`config.mk`:
```
export PLATFORM = sky130hd
export DESIGN_NAME = uart_tx_arbiter
export DESIGN_NICKNAME = d
export VERILOG_FILES = /design/src/rtl/uart_tx_arbiter_pkg.sv /design/src/rtl/rr_picker.sv /design/src/rtl/uart_tx_arbiter.sv
export SDC_FILE = /design/constraint.sdc
export NUM_CORES = 1
export LEC_CHECK = 0
export CAP_MARGIN = 20
export CORE_MARGIN = 2
export CORE_UTILIZATION = 55
export CTS_CLUSTER_SIZE = 30
export DETAILED_ROUTE_END_ITERATION = 8
export PLACE_DENSITY = 0.78
export SYNTH_ARGS = -nofsm -noshare
export SYNTH_HDL_FRONTEND = slang
export SYNTH_SLANG_ARGS = --single-unit
```
`constraint.sdc`:
```
create_clock -name clk -period 3.2 [get_ports clk]
set_clock_uncertainty 0.1 [all_clocks]
set_input_delay 0.64 -clock clk [delete_from_list [all_inputs] [get_ports clk]]
set_output_delay 0.64 -clock clk [all_outputs]
set_load 0.02 [all_outputs]
```
`src/rtl/uart_tx_arbiter_pkg.sv`:
```
`default_nettype none
// +-------------------------------------------------------------------------+
// | uart_tx_arbiter_pkg                                                     |
// | Shared opcode constants and the arbiter state type.                     |
// | Rev 1.0                                                                 |
// +-------------------------------------------------------------------------+
package uart_tx_arbiter_pkg;

  localparam int OPCODE_W = 3;
  localparam logic [OPCODE_W-1:0] OP_NONE = 3'b000;

  typedef enum logic [1:0] {
    ARB_IDLE  = 2'd0,
    ARB_WRITE = 2'd1,
    ARB_HOLD  = 2'd2
  } arb_state;

endpackage
`default_nettype wire

```
`src/rtl/rr_picker.sv`:
```
`default_nettype none
// +-------------------------------------------------------------------------+
// | rr_picker                                                               |
// | First set request at or after the pointer, wrapping modulo N.           |
// | Rev 1.0                                                                 |
// +-------------------------------------------------------------------------+
module rr_picker #(
  parameter int N     = 4,
  parameter int PTR_W = 2
) (
  input  logic [N-1:0]     i_req,
  input  logic [PTR_W-1:0] i_ptr,
  output logic [PTR_W-1:0] o_sel,
  output logic             o_any_valid
);

  logic [PTR_W-1:0] w_idx;

  always_comb begin
    o_sel       = '0;
    o_any_valid = 1'b0;
    w_idx       = '0;
    for (int k = 0; k < N; k++) begin
      w_idx = PTR_W'((int'(i_ptr) + k) % N);
      if (!o_any_valid && i_req[w_idx]) begin
        o_sel       = w_idx;
        o_any_valid = 1'b1;
      end
    end
  end

endmodule
`default_nettype wire

```
`src/rtl/uart_tx_arbiter.sv`:
```
`default_nettype none
// +-------------------------------------------------------------------------+
// | uart_tx_arbiter                                                         |
// | Round-robin mux of change-driven / periodically refreshed source bytes  |
// | onto the UART TX FIFO write port.                                       |
// | Rev 1.0                                                                 |
// +-------------------------------------------------------------------------+
module uart_tx_arbiter
  import uart_tx_arbiter_pkg::*;
#(
  parameter int N_SRC          = 4,
  parameter int DATA_W         = 8,
  parameter int REFRESH_CYCLES = 650_000
) (
  input  logic                    clk,
  input  logic                    rst,
  input  logic [N_SRC*DATA_W-1:0] src_data,
  input  logic                    tx_full,
  output logic [DATA_W-1:0]       w_data,
  output logic                    wr_uart,
  output logic [N_SRC-1:0]        pending
);

  localparam int PTR_W = (N_SRC > 1) ? $clog2(N_SRC) : 1;

  arb_state          r_state;
  logic [PTR_W-1:0]  r_rr;
  logic [DATA_W-1:0] r_last [N_SRC];

  logic [PTR_W-1:0]  w_sel;
  logic              w_any;
  logic              w_take;
  logic              w_wrap;
  logic [N_SRC-1:0]  w_set;
  logic [N_SRC-1:0]  w_hit;
  logic [DATA_W-1:0] w_sel_data;

  rr_picker #(
    .N     (N_SRC),
    .PTR_W (PTR_W)
  ) u_rr_picker (
    .i_req       (pending),
    .i_ptr       (r_rr),
    .o_sel       (w_sel),
    .o_any_valid (w_any)
  );

  assign w_take     = (r_state == ARB_IDLE) && w_any && !tx_full;
  assign w_sel_data = src_data[int'(w_sel)*DATA_W +: DATA_W];

  // The source being taken compares against the value it is about to latch,
  // so a byte already in flight does not immediately re-arm itself.
  for (genvar i = 0; i < N_SRC; i++) begin : g_src
    logic [DATA_W-1:0] w_byte;
    logic              w_live;

    assign w_byte   = src_data[i*DATA_W +: DATA_W];
    assign w_live   = w_byte[OPCODE_W-1:0] != OP_NONE;
    assign w_hit[i] = w_take && (w_sel == PTR_W'(i));
    assign w_set[i] = w_live && (((w_byte != r_last[i]) && !w_hit[i]) || w_wrap);

    always_ff @(posedge clk or posedge rst) begin
      if (rst) begin
        r_last[i] <= '0;
      end else if (w_hit[i]) begin
        r_last[i] <= w_byte;
      end
    end
  end

  if (REFRESH_CYCLES > 0) begin : g_refresh
    localparam int TMR_W = (REFRESH_CYCLES > 1) ? $clog2(REFRESH_CYCLES) : 1;
    logic [TMR_W-1:0] r_timer;

    assign w_wrap = (r_timer == TMR_W'(REFRESH_CYCLES - 1));

    always_ff @(posedge clk or posedge rst) begin
      if (rst) begin
        r_timer <= '0;
      end else if (w_wrap) begin
        r_timer <= '0;
      end else begin
        r_timer <= r_timer + 1'b1;
      end
    end
  end else begin : g_no_refresh
    assign w_wrap = 1'b0;
  end

  always_ff @(posedge clk or posedge rst) begin
    if (rst) begin
      pending <= '0;
    end else begin
      pending <= w_set | (pending & ~w_hit);
    end
  end

  always_ff @(posedge clk or posedge rst) begin
    if (rst) begin
      r_state <= ARB_IDLE;
      r_rr    <= '0;
      w_data  <= '0;
      wr_uart <= 1'b0;
    end else begin
      case (r_state)
        ARB_IDLE: begin
          wr_uart <= 1'b0;
          if (w_take) begin
            w_data  <= w_sel_data;
            r_rr    <= (w_sel == PTR_W'(N_SRC - 1)) ? '0 : w_sel + 1'b1;
            r_state <= ARB_WRITE;
          end
        end
        ARB_WRITE: begin
          wr_uart <= 1'b1;
          r_state <= ARB_HOLD;
        end
        ARB_HOLD: begin
          wr_uart <= 1'b0;
          r_state <= ARB_IDLE;
        end
        default: begin
          wr_uart <= 1'b0;
          r_state <= ARB_IDLE;
        end
      endcase
    end
  end

endmodule
`default_nettype wire

```
==> results_dict.tcl <==
set metrics [dict create \
    drive_gt1_frac 0.174 \
    postCtsHoldBufs 0 \
    status "finished, final reports clean" \
    worst_path_max_delay_cell "dfrtp_1" \
    drc_errors 0 \
    final_common_cell "dfrtp_1" \
    min_path_cells 1 \
    die_h_um 83.6 \
    p_leak_nw 1.77 \
    netlist_area_um2 3480 \
    cap_violations 0 \
    power_density_nw_per_um2 757 \
    layout_common_cells "dfrtp_1 (69), clkdlybuf4s50_1 (47), mux2_2 (33), xor2_1 (31), nor2_1 (22)" \
    max_slew_margin 0.615 \
    post_cts_resized 0 \
    syn_to_final_growth_pct 21.1 \
    antennaDiodeCount 0 \
    yosysWarnings 0 \
    max_freq_ghz 0.428 \
    cp-end-kind "flop" \
    syn_inst 304 \
    slowest_delay_ns 0.47 \
    crit_fanout 9 \
    post-cts-setup-buffers 0 \
    place_congestion 0.859 \
    nNetsFinal 396 \
    antenna_found_initial 0 \
    dr.pass1.iters 4 \
    cts_max_path_buffers 2 \
    start_kind "flop" \
    synth.distinct_cells 44 \
    tightest_slew_ns 0.577 \
    core_area_um2 6030 \
    ant_nets 0 \
    die_x_um 83.6 \
    timing_hold_violations_final 0 \
    drt_wl_total_um 7320 \
    placed_area_um2 4050 \
    min_from "g_refresh.r_timer[0]$_DFF_PP0_" \
    setup_viol 0 \
    r2r_cells 7 \
    insertion_delay_ns 0.34 \
    reg2reg_slack_ns 0.86 \
    rr_endpoint "r_last[3]$_DFFE_PP0P_" \
    hold_path.class "flop to flop" \
    via_per_inst 5.66 \
    synth.ff_latch_count 69 \
    dr.first_iter.drc_count 131 \
    dp_hpwl_um 5570 \
    rows 28 \
    start_util 0.578 \
    vias 2480 \
    worstHoldEndpoint "g_refresh.r_timer[0]$_DFF_PP0_" \
    cts_max_level 3 \
    cts_tree "done" \
    cts-root-buf "clkbuf_8" \
    die-area_um2 6980 \
    ioPinCount 48 \
    cts.sinks 69 \
    grt_max_degree 32 \
    period_minus_slack_ns 2.34 \
    wl_per_cell_um 16.7 \
    portBuffers 47 \
    drv_slew 0 \
    cp_data_arrival_time_ns 2.46 \
    regToRegStartpoint "pending[2]$_DFF_PP0_" \
    numCtsBuffers 9 \
    fin_area_um2 4220 \
    path_cells "nor2b_1 -> a221oi_2 -> or2_2 -> inv_2 -> ha_1 -> nand2_1 -> mux2_2" \
    cp.required_ns 3.33 \
    grt_usage 0.219 \
    critPathKind "flop to flop" \
    grt_pass1_vias 2573 \
    finalCritPeriodShare 0.730 \
    grt_pass1_wl_um 12100 \
    synth_nets 341 \
    grt-ovfl-total 0 \
    cts.reportedPaths.clkPinSlew_ns 0.07 \
    rsz0062_at_grt "false" \
    yosysSeqAreaShare 0.496 \
    ir_worst_vdd_mv 0.404 \
    post_synth.cell_area_avg_um2 11.5 \
    fin_tns_setup_ns 0 \
]
[worst max-delay path: cells and delay by family (launching register included)]
family                     cells  cell delay, ns
DFF                            1            0.47
muxes                          1            0.39
AOI/OAI and AO/OA              1            0.33
adders and majority gates      1            0.16
and+or+nand+nor                3            0.73
buffers and inverters          1            0.05
[Yosys cell counts]
| master | n | area share |
|---|---|---|
| dfrtp_1 | 69 | 0.50 |
| mux2_2 | 33 | 0.11 |
| xor2_1 | 31 | 0.078 |
| nor2_1 | 22 | 0.024 |
| xnor2_1 | 18 | 0.045 |
| nor3_1 | 10 | 0.014 |
| and2_1 | 9 | 0.016 |
| mux2i_1 | 9 | 0.026 |
| a211oi_1 | 8 | 0.017 |
| a221oi_1 | 8 | 0.020 |
| nand3_1 | 8 | 0.011 |
| a21oi_1 | 6 | 0.0086 |
| inv_1 | 6 | 0.0065 |
| nor4_1 | 6 | 0.011 |
| and3_1 | 5 | 0.0090 |
| nand2_1 | 5 | 0.0054 |
| o21ai_0 | 5 | 0.0072 |
| nand4_1 | 4 | 0.0072 |
| nor2b_1 | 4 | 0.0072 |
| o21ai_1 | 4 | 0.0057 |
| clkbuf_1 | 3 | 0.0032 |
| nand2b_1 | 3 | 0.0054 |
| and4_1 | 2 | 0.0050 |
| buf_2 | 2 | 0.0029 |
| ha_1 | 2 | 0.0072 |
| inv_2 | 2 | 0.0022 |
| o22ai_1 | 2 | 0.0036 |
| or2_2 | 2 | 0.0036 |
| a21o_1 | 1 | 0.0022 |
| a221oi_2 | 1 | 0.0043 |
| buf_4 | 1 | 0.0022 |
| buf_6 | 1 | 0.0032 |
| nand2_2 | 1 | 0.0018 |
| nand3_2 | 1 | 0.0029 |
| nor2_2 | 1 | 0.0018 |
| nor2_4 | 1 | 0.0032 |
| nor4b_1 | 1 | 0.0025 |
| o221ai_2 | 1 | 0.0043 |
| o22a_1 | 1 | 0.0025 |
| o2bb2ai_1 | 1 | 0.0025 |
| o41a_1 | 1 | 0.0032 |
| or3_1 | 1 | 0.0018 |
| or4_4 | 1 | 0.0032 |
| or4b_1 | 1 | 0.0029 |
[stage by stage]
step | hold slack (ns) | setup WS (ns) | utilization | cells | power (W)
2_1_floorplan | 0.322 | 0.720 | - | 304 | 0.00220
3_3_place_gp | 0.339 | 0.590 | 0.672 | 423 | 0.00254
3_5_place_dp | 0.353 | 0.533 | 0.672 | 423 | 0.00259
4_1_cts | 0.362 | 0.869 | 0.700 | 438 | 0.00320
5_1_grt | 0.380 | 0.741 | 0.700 | 438 | 0.00337
6_report | 0.359 | 0.864 | 0.700 | 438 | 0.00319
[worst max-delay path by stage]
| stage | slack [ns] | depth (start not counted) | from | endpoint |
|---|---|---|---|---|
| 2_1_floorplan | 0.72 | 1 | rst | g_refresh.r_timer[0]$_DFF_PP0_ |
| 6_report | 0.86 | 7 | pending[2]$_DFF_PP0_ | r_last[3]$_DFFE_PP0P_ |
| 3_3_place_gp | 0.59 | 6 | tx_full | r_last[9]$_DFFE_PP0P_ |
| 4_1_cts | 0.87 | 7 | pending[2]$_DFF_PP0_ | r_last[3]$_DFFE_PP0P_ |
| 3_5_place_dp | 0.53 | 6 | tx_full | r_last[15]$_DFFE_PP0P_ |
| 5_1_grt | 0.74 | 6 | tx_full | r_last[8]$_DFFE_PP0P_ |
[report_power, final]
part           switching [W]  internal, W
Combinational       0.000561     0.000628
Sequential          0.000218      0.00116
Clock               0.000326     0.000296
Total                0.00111      0.00208
[routing by layer]
layer / up-vias / part of all wire / global-route usage / wire, µm
met1: 1202 / 0.44 / 0.292 / 3240
met5: - / 0 / 0 / 0
li1: 1203 / - / - / -
met2: 61 / 0.49 / 0.358 / 3590
met3: 14 / 0.048 / 0.0366 / 354
met4: 0 / 0.019 / 0.0880 / 142
[cell families (layout without fill, tap and decap cells)]
kind of cell             count (synthesis)  after routing  share of synthesized area
AO/OA/AOI/OAI                           39             39                     0.0816
XOR/XNOR                                49             49                      0.123
adder cells (fa/ha/maj)                  2              2                    0.00719
buffers and inverters                   15             74                     0.0201
flip-flops                              69             69                      0.496
multiplexers                            42             42                      0.133
AND/OR/NAND/NOR                         88             88                      0.139
[cell type report]
class	count	area [µm²]
Clock buffer	11	141
Fill cell	470	1810
Sequential cell	69	1730
Tap cell	75	93.8
Clock inverter	4	25.0
Multi-Input combinational cell	220	1690
Timing Repair Buffer	51	513
Inverter	8	30.0
[registers in the layout (all words and copies together) (netlist names)]
name / count
wr_uart: 1
r_rr: 2
pending: 4
w_data: 8
r_last: 32
r_state: 2
g_refresh.r_timer: 20
No activity file was read; power rests on OpenSTA's default activity.
